**src/rtl/pc_branch_unit_pkg.sv**
```systemverilog
// ----------------------------------------------------------------------------
// pc_branch_unit_pkg : shared CPU encodings for the PC / branch unit
// Rev 1.0
// ----------------------------------------------------------------------------
`default_nettype none

package pc_branch_unit_pkg;

  localparam int WORD_W = 16;

  // Bit positions on {N,V,Z} flag buses
  localparam int FLAG_N = 2;
  localparam int FLAG_V = 1;
  localparam int FLAG_Z = 0;

  typedef enum logic [2:0] {
    CC_NE     = 3'd0,
    CC_EQ     = 3'd1,
    CC_GT     = 3'd2,
    CC_LT     = 3'd3,
    CC_GTE    = 3'd4,
    CC_LTE    = 3'd5,
    CC_OVFL   = 3'd6,
    CC_UNCOND = 3'd7
  } ccc_e;

  typedef enum logic [1:0] {
    RUN        = 2'd0,
    WAIT_FLAGS = 2'd1,
    HALTED     = 2'd2
  } state_e;

endpackage

`default_nettype wire

```
**src/rtl/pc_branch_unit_if.sv**
```systemverilog
// ----------------------------------------------------------------------------
// pc_branch_unit_if : decode/flag inputs and fetch/hazard outputs of the unit
// Rev 1.0
// ----------------------------------------------------------------------------
`default_nettype none

interface pc_branch_unit_if #(
  parameter int IMM_W = 9
);
  logic             stall_in;
  logic             br_valid_id;
  logic             br_reg_id;
  logic [2:0]       ccc_id;
  logic [IMM_W-1:0] imm_id;
  logic [15:0]      rs_data_id;
  logic             hlt_id;
  logic             flag_wr_ex;
  logic             N_flag;
  logic             Z_flag;
  logic             V_flag;
  logic [15:0]      pc;
  logic [15:0]      pc_plus2;
  logic             branch_taken;
  logic             flush;
  logic             stall_out;
  logic             halted;

  modport master (
    output stall_in, br_valid_id, br_reg_id, ccc_id, imm_id, rs_data_id,
           hlt_id, flag_wr_ex, N_flag, Z_flag, V_flag,
    input  pc, pc_plus2, branch_taken, flush, stall_out, halted
  );

  modport slave (
    input  stall_in, br_valid_id, br_reg_id, ccc_id, imm_id, rs_data_id,
           hlt_id, flag_wr_ex, N_flag, Z_flag, V_flag,
    output pc, pc_plus2, branch_taken, flush, stall_out, halted
  );
endinterface

`default_nettype wire

```
**src/rtl/pc_branch_unit_branch_cond_eval.sv**
```systemverilog
// ----------------------------------------------------------------------------
// branch_cond_eval : condition code plus {N,V,Z} flags to branch condition
// Rev 1.0
// ----------------------------------------------------------------------------
`default_nettype none

module branch_cond_eval
  import pc_branch_unit_pkg::*;
(
  input  wire logic [2:0] i_ccc,
  input  wire logic [2:0] i_flags,
  output logic            o_cond
);

  logic w_n;
  logic w_v;
  logic w_z;

  assign w_n = i_flags[FLAG_N];
  assign w_v = i_flags[FLAG_V];
  assign w_z = i_flags[FLAG_Z];

  always_comb begin
    o_cond = 1'b0;
    case (ccc_e'(i_ccc))
      CC_NE:     o_cond = ~w_z;
      CC_EQ:     o_cond = w_z;
      CC_GT:     o_cond = ~w_z & ~w_n;
      CC_LT:     o_cond = w_n;
      CC_GTE:    o_cond = w_z | ~w_n;
      CC_LTE:    o_cond = w_n | w_z;
      CC_OVFL:   o_cond = w_v;
      CC_UNCOND: o_cond = 1'b1;
      default:   o_cond = 1'b0;
    endcase
  end

endmodule

`default_nettype wire

```
**src/rtl/pc_branch_unit.sv**
```systemverilog
// ----------------------------------------------------------------------------
// pc_branch_unit : program counter, decode-stage branch resolution, flag
//                  hazard interlock and HLT freeze.
// Rev 1.0
// ----------------------------------------------------------------------------
`default_nettype none

module pc_branch_unit
  import pc_branch_unit_pkg::*;
#(
  parameter logic [15:0] RESET_PC = 16'h0000,
  parameter int          IMM_W    = 9
) (
  input  wire logic       clk,
  input  wire logic       rst_n,
  pc_branch_unit_if.slave bus
);

  state_e              r_state;
  state_e              w_state_next;
  logic [WORD_W-1:0]   r_pc;
  logic                r_halted;
  logic [WORD_W-1:0]   w_pc_next;
  logic [WORD_W-1:0]   w_pc_plus2;
  logic [WORD_W-1:0]   w_imm_sext;
  logic [WORD_W-1:0]   w_target;
  logic [2:0]          w_flags;
  logic                w_cond;
  logic                w_active;
  logic                w_br;
  logic                w_hazard;
  logic                w_hlt_go;
  logic                w_eval;
  logic                w_taken;
  logic                w_wen;

  assign w_flags = {bus.N_flag, bus.V_flag, bus.Z_flag};

  branch_cond_eval u_cond (
    .i_ccc   (bus.ccc_id),
    .i_flags (w_flags),
    .o_cond  (w_cond)
  );

  // Outputs are forced low during reset and whenever stall_in is up
  assign w_active = rst_n & ~bus.stall_in;
  assign w_br     = bus.br_valid_id & ~bus.hlt_id;
  assign w_hazard = w_active & (r_state == RUN) & w_br & bus.flag_wr_ex;
  assign w_hlt_go = w_active & (r_state == RUN) & bus.hlt_id;
  assign w_eval   = w_active & w_br &
                    (((r_state == RUN) & ~bus.flag_wr_ex) | (r_state == WAIT_FLAGS));
  assign w_taken  = w_eval & w_cond;

  assign w_pc_plus2 = r_pc + 16'd2;
  assign w_imm_sext = {{(WORD_W-IMM_W){bus.imm_id[IMM_W-1]}}, bus.imm_id};
  assign w_target   = bus.br_reg_id ? bus.rs_data_id
                                    : w_pc_plus2 + {w_imm_sext[WORD_W-2:0], 1'b0};

  assign w_wen = ~bus.stall_in & (r_state != HALTED);

  always_comb begin
    w_pc_next = w_pc_plus2;
    if (w_hazard || w_hlt_go) begin
      w_pc_next = r_pc;
    end else if (w_taken) begin
      w_pc_next = w_target;
    end
  end

  always_comb begin
    w_state_next = r_state;
    case (r_state)
      RUN: begin
        if (bus.hlt_id) begin
          w_state_next = HALTED;
        end else if (w_br && bus.flag_wr_ex) begin
          w_state_next = WAIT_FLAGS;
        end
      end
      WAIT_FLAGS: w_state_next = RUN;
      HALTED:     w_state_next = HALTED;
      default:    w_state_next = RUN;
    endcase
  end

  always_ff @(posedge clk or negedge rst_n) begin
    if (!rst_n) begin
      r_state  <= RUN;
      r_pc     <= RESET_PC;
      r_halted <= 1'b0;
    end else begin
      if (w_wen) begin
        r_pc <= w_pc_next;
      end
      if (!bus.stall_in) begin
        r_state  <= w_state_next;
        r_halted <= (w_state_next == HALTED);
      end
    end
  end

  assign bus.pc           = r_pc;
  assign bus.pc_plus2     = w_pc_plus2;
  assign bus.branch_taken = w_taken;
  assign bus.flush        = w_taken;
  assign bus.stall_out    = w_hazard;
  assign bus.halted       = r_halted;

endmodule

`default_nettype wire
```
**src/flat_wrapper.sv**
```systemverilog
// flat-port wrapper written by rule: the top's interface ports become plain ports
module pc_branch_unit_flat import pc_branch_unit_pkg::*;
#(
  parameter logic [15:0] RESET_PC = 16'h0000,
  parameter int          IMM_W    = 9
)
  (clk, rst_n, bus_stall_in, bus_br_valid_id, bus_br_reg_id, bus_ccc_id, bus_imm_id, bus_rs_data_id, bus_hlt_id, bus_flag_wr_ex, bus_N_flag, bus_Z_flag, bus_V_flag, bus_pc, bus_pc_plus2, bus_branch_taken, bus_flush, bus_stall_out, bus_halted);
  pc_branch_unit_if #(.IMM_W(IMM_W)) bus_i ();
  input  wire logic clk;
  input  wire logic rst_n;
  input wire logic [$bits(bus_i.stall_in)-1:0] bus_stall_in;
  input wire logic [$bits(bus_i.br_valid_id)-1:0] bus_br_valid_id;
  input wire logic [$bits(bus_i.br_reg_id)-1:0] bus_br_reg_id;
  input wire logic [$bits(bus_i.ccc_id)-1:0] bus_ccc_id;
  input wire logic [$bits(bus_i.imm_id)-1:0] bus_imm_id;
  input wire logic [$bits(bus_i.rs_data_id)-1:0] bus_rs_data_id;
  input wire logic [$bits(bus_i.hlt_id)-1:0] bus_hlt_id;
  input wire logic [$bits(bus_i.flag_wr_ex)-1:0] bus_flag_wr_ex;
  input wire logic [$bits(bus_i.N_flag)-1:0] bus_N_flag;
  input wire logic [$bits(bus_i.Z_flag)-1:0] bus_Z_flag;
  input wire logic [$bits(bus_i.V_flag)-1:0] bus_V_flag;
  output wire logic [$bits(bus_i.pc)-1:0] bus_pc;
  output wire logic [$bits(bus_i.pc_plus2)-1:0] bus_pc_plus2;
  output wire logic [$bits(bus_i.branch_taken)-1:0] bus_branch_taken;
  output wire logic [$bits(bus_i.flush)-1:0] bus_flush;
  output wire logic [$bits(bus_i.stall_out)-1:0] bus_stall_out;
  output wire logic [$bits(bus_i.halted)-1:0] bus_halted;
  assign bus_i.stall_in = bus_stall_in;
  assign bus_i.br_valid_id = bus_br_valid_id;
  assign bus_i.br_reg_id = bus_br_reg_id;
  assign bus_i.ccc_id = bus_ccc_id;
  assign bus_i.imm_id = bus_imm_id;
  assign bus_i.rs_data_id = bus_rs_data_id;
  assign bus_i.hlt_id = bus_hlt_id;
  assign bus_i.flag_wr_ex = bus_flag_wr_ex;
  assign bus_i.N_flag = bus_N_flag;
  assign bus_i.Z_flag = bus_Z_flag;
  assign bus_i.V_flag = bus_V_flag;
  assign bus_pc = bus_i.pc;
  assign bus_pc_plus2 = bus_i.pc_plus2;
  assign bus_branch_taken = bus_i.branch_taken;
  assign bus_flush = bus_i.flush;
  assign bus_stall_out = bus_i.stall_out;
  assign bus_halted = bus_i.halted;
  pc_branch_unit #(.RESET_PC(RESET_PC), .IMM_W(IMM_W)) u_core (.clk(clk), .rst_n(rst_n), .bus(bus_i));
endmodule
```
**config.mk**
```make
export PLATFORM = sky130hd
export DESIGN_NAME = pc_branch_unit_flat
export DESIGN_NICKNAME = d
export VERILOG_FILES = /design/src/rtl/pc_branch_unit_pkg.sv /design/src/rtl/pc_branch_unit_if.sv /design/src/rtl/pc_branch_unit_branch_cond_eval.sv /design/src/rtl/pc_branch_unit.sv /design/src/flat_wrapper.sv
export SDC_FILE = /design/constraint.sdc
export NUM_CORES = 1
export LEC_CHECK = 0
export ABC_AREA = 1
export CAP_MARGIN = 15
export CELL_PAD_IN_SITES_DETAIL_PLACEMENT = 0
export CELL_PAD_IN_SITES_GLOBAL_PLACEMENT = 2
export CORE_MARGIN = 3
export CORE_UTILIZATION = 32
export DETAILED_ROUTE_END_ITERATION = 8
export DONT_BUFFER_PORTS = 1
export PLACE_DENSITY = 0.78
export SETUP_SLACK_MARGIN = 0.02
export SLEW_MARGIN = 25
export SYNTH_ARGS = -nofsm -noshare
export SYNTH_HDL_FRONTEND = slang
export SYNTH_SLANG_ARGS = --single-unit
```
**constraint.sdc**
```tcl
create_clock -name clk -period 3.11 [get_ports clk]
set_input_delay 0.4665 -clock clk [delete_from_list [all_inputs] [get_ports clk]]
set_output_delay 0.4665 -clock clk [all_outputs]
set_load 0.02 [all_outputs]
```
# Yosys cells after proc, flatten, opt, wreduce, memory -nomap -nowiden
# Cells that the tools add are included.
[classes]
eq_ne = 11
n_reduce_logical = 5
bitwise_logic = 21
mux = 6
addsub = 2
[ops]
columns = ["cell", "n"]
rows = [
  ["16-bit two-way mux", 2],
  ["16-bit adder", 1],
  ["16-bit by 2-bit adder with 16-bit output, second input constant", 1],
  ["1-bit bitwise AND", 12],
  ["3-bit equality test, second input constant", 4],
  ["1-bit one-hot mux with 8 select lines", 1],
  ["3-bit by 2-bit equality test with 1-bit output, second input constant", 2],
  ["1-bit NOT", 6],
  ["2-bit equality test, second input constant", 2],
  ["2-bit two-way mux", 2],
  ["2-bit one-hot mux with 2 select lines", 1],
  ["3-bit by 1-bit equality test with 1-bit output, second input constant", 1],
  ["3-bit logical NOT", 1],
  ["1-bit bitwise OR", 3],
  ["2-bit by 1-bit equality test with 1-bit output, second input constant", 1],
  ["2-bit logical NOT", 1],
  ["2-bit != test, second input constant", 1],
  ["2-bit AND reduction", 1],
  ["1-bit logical AND", 1],
  ["1-bit logical OR", 1],
]
[totals]
out_inout_bits = 36
input_bits = 38
ff_bits = 19

# Depth between registers and ports, before layout
# Gate-level depths: netlist of the first run.
[depth]
ltp_word = 8
mapped_depth = 20
ltp_nobuf = 20

# Hierarchy
# A second synthesis of the first run with hierarchy kept.
[unflattened]
hier_cells = 374
area_unflattened_um2 = 2342.2
[by_module_without_submodules]
columns = ["module", "cells_each", "n_inst", "area_per_inst_um2", "seq_area_each_um2"]
rows = [
  ["pc_branch_unit", 359, 1, 2270.9, 475.5],
  ["branch_cond_eval", 15, 1, 71.3, 0.0],
]

# Worst setup path after synthesis of the first run
# No wires, ideal clock.
[synth_timing]
path_kind = "register to register"
startpoint = "register u_core.r_pc[2], in the netlist u_core.bus.pc[2]"
endpoint = "register u_core.r_pc[15], in the netlist u_core.bus.pc[15]"
path_stages_with_launch = 19
setup_ns = 0.073
setup_slack_ns = 0.507
t_arrival_ns = 2.530
period_less_slack_ns = 2.603
path_cell_list = "dfrtp_1 ha_1 nand3_2 nor2_4 nand2_2 nor2_2 xor2_1 inv_1 ha_1 nand2_1 nor2_1 nand2_1 clkinv_1 nand2_1 nand2_1 nand3_1 nand3_1 nand2_1 a21oi_2"
[synth_between]
elab_chain_len = 4
[synth_rtl]
columns = ["item", "line", "source"]
rows = [
  ["from (decl)", "pc_branch_unit.sv:21", "logic [WORD_W-1:0] r_pc;"],
  ["from (signal assigned)", "pc_branch_unit.sv:93", "r_pc <= w_pc_next;"],
  ["16-bit by 2-bit adder with 16-bit output", "pc_branch_unit.sv:54", "assign w_pc_plus2 = r_pc + 16'd2;"],
  ["net bus_pc_plus2[13]", "flat_wrapper.sv:23", "output wire logic [$bits(bus_i.pc_plus2)-1:0] bus_pc_plus2;"],
  ["16-bit adder", "pc_branch_unit.sv:57", ": w_pc_plus2 + {w_imm_sext[WORD_W-2:0], 1'b0};"],
  ["16-bit two-way mux", "pc_branch_unit.sv:56", "assign w_target = bus.br_reg_id ? bus.rs_data_id"],
  ["16-bit two-way mux", "pc_branch_unit.sv:65", "end else if (w_taken) begin"],
]
# The timed path passes the listed nets, and every way through them passes these cells.
# A chain may end at the register's enable or synchronous reset.

# Final worst setup path of the first run
[layout_timing]
startpoint = "register u_core.r_pc[1], in the netlist u_core.bus.pc[1]"
endpoint = "register u_core.r_pc[14], in the netlist u_core.bus.pc[14]"
[layout_between]
elab_chain_len = 4
[layout_rtl]
columns = ["item", "line"]
rows = [
  ["16-bit by 2-bit adder with 16-bit output *", "pc_branch_unit.sv:54"],
  ["16-bit adder", "pc_branch_unit.sv:57"],
  ["16-bit two-way mux", "pc_branch_unit.sv:56"],
  ["16-bit two-way mux *", "pc_branch_unit.sv:65"],
]
# Mark *: on every way between the ends. The rest lies on a longest branch, timed or not.

==> results of run 1 <==
-- synth_stat cells (all sizes together) --
cell type,number,share of area (%)
o21bai,3,0.98
buf,9,2.5
inv,46,7.5
xnor2,2,0.76
nor3b,1,0.55
and2,1,0.27
ha,18,9.8
nand2,129,21
nor3,1,0.22
clkbuf,1,0.16
fa,1,0.87
o22ai,1,0.27
nand4,5,1.4
dfrtp,19,21
a21oi,26,5.8
or2,1,0.27
clkinv,2,0.33
xor2,12,4.6
nand3b,2,0.65
nor2,42,7.5
a21o,2,0.65
o211ai,3,0.98
o21ai,20,4.4
a31o,1,0.38
nand3,27,7.0
-- placed cells by master, fill, tap and decap left out --
cell,count
nand3_1,22
xor2_1,12
o21ai_0,8
dfrtp_1,18
nor2_1,38
a21o_1,2
o211ai_1,3
nand3b_1,2
and2_1,1
clkbuf_1,1
o21ai_1,12
inv_1,39
inv_2,7
nand3_2,5
xnor2_1,2
a21oi_1,25
a31o_2,1
clkbuf_8,3
nor2_2,3
nor3b_2,1
nor3_1,1
or2_0,1
nand4_1,5
dlygate4sd3_1,1
ha_1,18
fa_1,1
a21oi_2,1
o22ai_1,1
dfrtp_2,1
nor2_4,1
o21bai_1,3
nand2_2,2
buf_4,19
clkinv_1,2
nand2_1,127
-- per-layer routing --
metal  global-route usage (%)  wire length (µm)  part of all wire [%]
met5                        0                 0                     0
met4                     1.53                63                  0.90
met3                     4.92               513                   7.3
met2                     28.7              3260                    46
met1                     22.1              3190                    45
-- worst max-delay path by stage --
stage | from | end | depth (start not counted) | slack [ns]
5_1_grt | u_core.bus.pc[5] | u_core.bus.pc[13] | 15 | 0.03
3_3_place_gp | u_core.bus.pc[1] | u_core.bus.pc[14] | 16 | 0.26
3_5_place_dp | u_core.bus.pc[1] | u_core.bus.pc[14] | 16 | 0.23
6_report | u_core.bus.pc[1] | u_core.bus.pc[14] | 16 | 0.29
4_1_cts | u_core.bus.pc[1] | u_core.bus.pc[14] | 16 | 0.20
2_1_floorplan | u_core.bus.pc[2] | u_core.bus.pc[15] | 18 | 0.51
-- power by group --
group	total (µW)	switching, µW	internal (µW)
Clock	176	84.8	91.1
Combinational	1410	919	490
Sequential	453	125	329
Total	2040	1130	910
-- stage by stage --
stage / utilization, % / setup slack, ns
2_1_floorplan: - / 0.507
4_1_cts: 37.1 / 0.204
6_report: 37.1 / 0.291
5_1_grt: 37.1 / 0.0301
3_3_place_gp: 36.3 / 0.264
3_5_place_dp: 36.3 / 0.225
-- cell type report --
cell class | count | area [µm²]
Clock buffer | 4 | 45.0
Fill cell | 775 | 4320
Inverter | 48 | 180
Multi-Input combinational cell | 298 | 1580
Sequential cell | 19 | 477
Tap cell | 96 | 120
Timing Repair Buffer | 20 | 153
-- timing repair --
item / CTS / global route
resized for setup: 0 / 1
hold endpoints to repair: 19 / 0
hold buffers: 1 / 0
setup endpoints to repair: 0 / 3
-- cell families (layout without fill, tap and decap cells) --
logic type	Yosys count	in the layout
compound gates	56	56
xor+xnor	14	14
fa+ha+maj	19	19
buf+inv	58	72
flops	19	19
simple gates	209	209
-- state kept, by name, indices dropped and copies added (netlist names) --
signal,flops
u_core.bus.halted,1
u_core.bus.pc,16
u_core.r_state,2
==> out/metrics.csv, run 1 <==
stage;metric;value;unit
run_status;result of the run;finished, final reports clean;
worst_setup_path;family with the most delay on the worst path;simple AND/OR/NAND/NOR gates;
power_and_ir_drop;Total Power Consumption;2040;µW
sta;setup skew after layout;0.00236;ns
cells_and_area;Total Nets Final;447;
sta;portion of the clock cycle consumed by the worst path in the final layout;90.7;%
cells_and_area;final std cells w/o fill;485;
routing;vias after detailed routing;2365;
clocking;CTS Root Buffer Type;clkbuf_8;
clocking;later-pin clock latency in the skew report;0.26;ns
worst_setup_path;Slowest cell on crit path;dfrtp_2;
clocking;Clk pin slew, worst setup/hold paths;0.07;ns
routing;final antenna-violating net count;0;
placement;RD Place Congestion;0.830;
hold_path;hold crit path type;input port to flip-flop;
sta;total setup violations reported at the end of the flow;0;
power_and_ir_drop;leakage dissipation;0.00135;µW
worst_setup_path;endpoint of the most critical register-to-register path;u_core.bus.pc[14];
placement;count of buffers inserted at the top-level ports;0;
grt;vias in the first global route;2273;
logic_synthesis;Compound-Gate Fraction of Synth Area;13.5;%
worst_setup_path;Startpoint Class;flip-flop;
worst_setup_path;maximum fanout along the worst path;6;
logic_synthesis;total standard cell area after synthesis;0.00229;mm²
routing;via-per-instance ratio;4.88;
cells_and_area;share of post-route cells with drive strength above 1;11.3;%
routing;final wirelength;7030;µm
logic_synthesis;Avg Cell Area, Syn;6.11;µm²
clocking;Clock Sink Count;19;
die;height of the die;90.6;µm
sta;setup repair after global routing missed its margin;false;
logic_synthesis;distinct cell type count after synthesis;33;
power_and_ir_drop;power density cells;800;mW/mm²
logic_synthesis;dominant combinational cell family by area after synthesis;simple AND/OR/NAND/NOR gates;
clocking;deepest level of the CTS H-tree;1;
cells_and_area;Final Instance Area;0.00255;mm²
logic_synthesis;number of instances in the synthesized netlist;375;
job;maxcap violations;0;
power_and_ir_drop;maximum vdd drop;0.000411;V
worst_setup_path;worst path bufs/invs;1;
worst_setup_path;most frequent cell on the critical path;nand2_1;
worst_setup_path;Data arrival, critical path;2.97;ns
worst_setup_path;Critical Path Sink Type;flip-flop;
worst_setup_path;source of the worst register-to-register timing path;u_core.bus.pc[1];
die;die area;0.00821;mm²
grt;total congestion overflow after global routing;0;
die;number of placed I/O pins;74;
worst_setup_path;type of the worst setup path;flip-flop to flip-flop;
logic_synthesis;adder-cell share of the synthesized area;10.7;%
sta;final setup TNS;0;ns
logic_synthesis;mux share of post-synthesis cell area;0;%
hold_path;beginning of the worst hold path;bus_stall_in;
placement;placed cells;480;
logic_synthesis;Synth Area in XOR/XNOR;5.35;%
routing;number of optimization iterations in the first detailed-route pass;4;
sta;achievable frequency;355;MHz
sta;final worst hold slack;0.323;ns
grt;global-route wire length before repair;11500;µm
routing;average routed wire per standard cell;14.5;µm
die;Initial Util;33.4;%
worst_setup_path;number of cells on the worst reg-to-reg path;16;
logic_synthesis;count of warnings emitted by yosys;0;
logic_synthesis;Seq/Total Area, Yosys;20.7;%
routing;Residual DRC;0;
hold_path;Hold Path End;u_core.bus.halted;
routing;DRT iter0 DRCs;83;
worst_setup_path;biggest cell delay along the critical path;0.45;ns
sta;max-slew violation total from the final report;0;
logic_synthesis;basic-gate share of the synthesized area counting and, or, nand and nor cells;39.2;%
die;die width;90.6;µm
placement;detailed placer's ending HPWL;5860;µm
clocking;Longest Clk Path Bufs;2;
sta;final-report hold violation count;0;
placement;placement-stage cell area;0.00249;mm²
grt;largest net degree at the start of global routing;23;
clocking;number of buffers created by CTS;3;
logic_synthesis;post-synthesis register bit count;19;
die;core region area;0.00687;mm²
sta;measured slew at the worst slew-check pin;0.924;ns
hold_path;number of cells on the worst hold path;2;
worst_setup_path;worst-case register-to-register setup slack;0.29;ns
cells_and_area;Antenna diodes;0;
grt;antenna violations before repair;0;
logic_synthesis;syn_nets;432;
worst_setup_path;cell breakdown of the critical path;ha_1 > nand3_2 > nor2_4 > nand2_2 > nor2_2 > xor2_1 > inv_1 > ha_1 > a21oi_1 > nand2_1 > a21oi_1 > nand3b_1 > nand3_1 > nand2_1 > nand2_1 > nand2_1;
clocking;clock tree from TritonCTS;done;
worst_setup_path;required time at the endpoint of the critical path;3.26;ns
sta;minimum clock period;2.82;ns
cells_and_area;area added between synthesis and finish;11.2;%
sta;worst-case headroom to the max-slew limit;38.2;%
grt;Total Routing Usage GR;17.0;%
clocking;Post-CTS Setup Bufs;0;
die;cell row count;30;
(Power assumes the default switching activity.)
==> run 2, diff against run 1 <==
--- a/config.mk
+++ b/config.mk
@@ -8,11 +8,12 @@
 export ABC_AREA = 1
 export CAP_MARGIN = 15
-export CELL_PAD_IN_SITES_DETAIL_PLACEMENT = 0
-export CELL_PAD_IN_SITES_GLOBAL_PLACEMENT = 2
+export CELL_PAD_IN_SITES_DETAIL_PLACEMENT = 1
+export CELL_PAD_IN_SITES_GLOBAL_PLACEMENT = 1
 export CORE_MARGIN = 3
-export CORE_UTILIZATION = 32
+export CORE_UTILIZATION = 43
+export CTS_CLUSTER_SIZE = 28
 export DETAILED_ROUTE_END_ITERATION = 8
 export DONT_BUFFER_PORTS = 1
-export PLACE_DENSITY = 0.78
+export PLACE_DENSITY = 0.79
 export SETUP_SLACK_MARGIN = 0.02
 export SLEW_MARGIN = 25
==> constraint.sdc (replaced) <==
create_clock -name clk -period 3.11 [get_ports clk]
set_input_delay 0.4665 -clock clk [delete_from_list [all_inputs] [get_ports clk]]
set_output_delay 0.4665 -clock clk [all_outputs]
set_load 0.01 [all_outputs]
==> run 2 against run 1 <==
Sequential power up 12%. Count of clock-buffer cells in the layout is 1 lower. Core utilization up 12 points. Final area down 5.4%. Worst hold slack worse by 0.011 ns. Register-to-register slack better by 0.02 ns. Flip-flop and latch count did not move. Clock skew up 0.0057 ns. First-iteration DRC count fell by 13%. Die area fell by 24%. Final cell count is 9.1% lower. Critical path type unchanged. Highest routed layer unchanged.
==> out/metrics.csv, run 2 (same netlist as run 1, synthesis figures left out) <==
stage;metric;value;unit
run_status;result of the run;finished, final reports clean;
placement;placement-stage cell area;0.00234;mm²
power_and_ir_drop;Total Power Consumption;1820;µW
grt;Total Routing Usage GR;24.1;%
job;maxcap violations;0;
worst_setup_path;Slowest cell on crit path;dfrtp_2;
grt;layer carrying the most global-route usage;met2;
routing;average routed wire per standard cell;16.7;µm
clocking;deepest level of the CTS H-tree;1;
clocking;Clk pin slew, worst setup/hold paths;0.08;ns
cells_and_area;Final Instance Area;0.00241;mm²
cells_and_area;area added between synthesis and finish;5.24;%
routing;number of optimization iterations in the first detailed-route pass;4;
worst_setup_path;Critical Path Sink Type;flip-flop;
power_and_ir_drop;power density cells;753;mW/mm²
worst_setup_path;CP Depth;19;
routing;final wirelength;7350;µm
routing;via-per-instance ratio;5.38;
worst_setup_path;worst path bufs/invs;3;
clocking;clock tree from TritonCTS;done;
worst_setup_path;worst-case register-to-register setup slack;0.31;ns
routing;final antenna-violating net count;0;
routing;Residual DRC;0;
cells_and_area;final std cells w/o fill;441;
worst_setup_path;endpoint of the most critical register-to-register path;u_core.bus.pc[15];
sta;max-slew violation total from the final report;0;
worst_setup_path;Data arrival, critical path;3.00;ns
sta;minimum clock period;2.80;ns
worst_setup_path;number of cells on the worst reg-to-reg path;19;
placement;count of buffers inserted at the top-level ports;0;
clocking;Longest Clk Path Bufs;2;
cells_and_area;Antenna diodes;0;
grt;routing usage on met1;29.7;%
worst_setup_path;cell breakdown of the critical path;ha_1 > nand3_2 > nor2_4 > nand2_2 > nor2_2 > xor2_1 > inv_1 > ha_1 > nand2_1 > inv_1 > nand2_1 > nand2_1 > a21oi_1 > nand2_1 > inv_1 > nand2_1 > nand3_1 > nand2_1 > a21oi_2;
grt;largest net degree at the start of global routing;20;
cells_and_area;most common cell after layout, fill and taps aside;nand2_1;
sta;worst-case headroom to the max-slew limit;37.1;%
worst_setup_path;Crit. Startpoint;u_core.bus.pc[1];
grt;global-route wire length before repair;12000;µm
clocking;Clock Sink Count;19;
sta;measured slew at the worst slew-check pin;0.940;ns
die;Initial Util;46.4;%
sta;total setup violations reported at the end of the flow;0;
worst_setup_path;source of the worst register-to-register timing path;u_core.bus.pc[1];
die;die area;0.00624;mm²
worst_setup_path;critical path endpoint;u_core.bus.pc[15];
grt;total congestion overflow after global routing;0;
worst_setup_path;required time at the endpoint of the critical path;3.31;ns
placement;placed cells;436;
clocking;CTS Root Buffer Type;clkbuf_8;
hold_path;hold crit path type;input port to flip-flop;
worst_setup_path;Startpoint Class;flip-flop;
cells_and_area;Total Nets Final;432;
sta;final setup TNS;0;ns
worst_setup_path;family with the most delay on the worst path;simple AND/OR/NAND/NOR gates;
placement;detailed placer's ending HPWL;5980;µm
sta;setup repair after global routing missed its margin;false;
die;height of the die;79.0;µm
cells_and_area;max FFs per register;16;
worst_setup_path;type of the worst setup path;flip-flop to flip-flop;
power_and_ir_drop;leakage dissipation;0.00127;µW
grt;met2 Use GR;42.6;%
die;core region area;0.00494;mm²
grt;met3 GRT Util;7.26;%
die;number of placed I/O pins;74;
sta;portion of the clock cycle consumed by the worst path in the final layout;89.9;%
worst_setup_path;maximum fanout along the worst path;6;
worst_setup_path;most frequent cell on the critical path;nand2_1;
sta;setup skew after layout;0.00811;ns
clocking;number of buffers created by CTS;3;
routing;vias after detailed routing;2372;
grt;antenna violations before repair;0;
routing;DRT iter0 DRCs;72;
sta;final-report hold violation count;0;
die;cell row count;25;
grt;vias in the first global route;2550;
cells_and_area;leading cell types in the layout, fill and taps excluded;nand2_1 (127), inv_1 (39), nor2_1 (38);
placement;RD Place Congestion;0.850;
clocking;later-pin clock latency in the skew report;0.27;ns
die;die width;79.0;µm
cells_and_area;share of post-route cells with drive strength above 1;9.36;%
power_and_ir_drop;maximum vdd drop;0.000381;V
sta;achievable frequency;357;MHz
worst_setup_path;biggest cell delay along the critical path;0.43;ns
[run 2: timing repair]
item                                    CTS  global route
hold buffers                              1             0
resized for setup                         0             6
endpoints found under the hold margin    19             0
setup buffers                             0             0
endpoints found under the setup margin    0             3
[run 2: where the power goes]
part	leakage, µW	switching (µW)	internal [µW]
logic	0.00101	733	395
registers	0.000235	176	333
clock network	0.0000255	90.1	89.4
total	0.00127	999	817
[run 2: stage by stage]
stage	utilization, %	setup WS, ns	hold slack (ns)
2_1_floorplan	-	0.651	0.171
4_1_cts	48.6	0.227	0.312
5_1_grt	48.8	0.0244	0.321
3_5_place_dp	47.4	0.238	0.172
3_3_place_gp	47.4	0.294	0.172
6_report	48.8	0.313	0.312
[run 2: area by class of cell]
class                      instances  area (µm²)
sequential                        19         482
timing repair buffer               5        40.0
clock buffer                       3        41.3
multi-input combinational        298        1580
tap                               67        83.8
fill                             734        2530
inverter                          48         180
clock inverter                     1        5.00
[run 2: worst min-delay path by stage]
| stage | from | endpoint | slack [ns] | depth (start not counted) |
|---|---|---|---|---|
| 6_report | bus_stall_in | u_core.bus.halted | 0.31 | 2 |
| 5_1_grt | bus_stall_in | u_core.r_state[1] | 0.32 | 2 |
| 4_1_cts | bus_stall_in | u_core.bus.halted | 0.31 | 2 |
| 3_5_place_dp | rst_n | u_core.bus.pc[4] | 0.17 | 0 |
| 3_3_place_gp | rst_n | u_core.bus.pc[4] | 0.17 | 0 |
| 2_1_floorplan | rst_n | u_core.bus.halted | 0.17 | 0 |
[run 2: routing by layer]
metal	routed length, µm	vias to the layer above
li1	-	1190
met1	3150	1111
met2	3590	64
met3	562	7
met4	43	0
met5	0	-
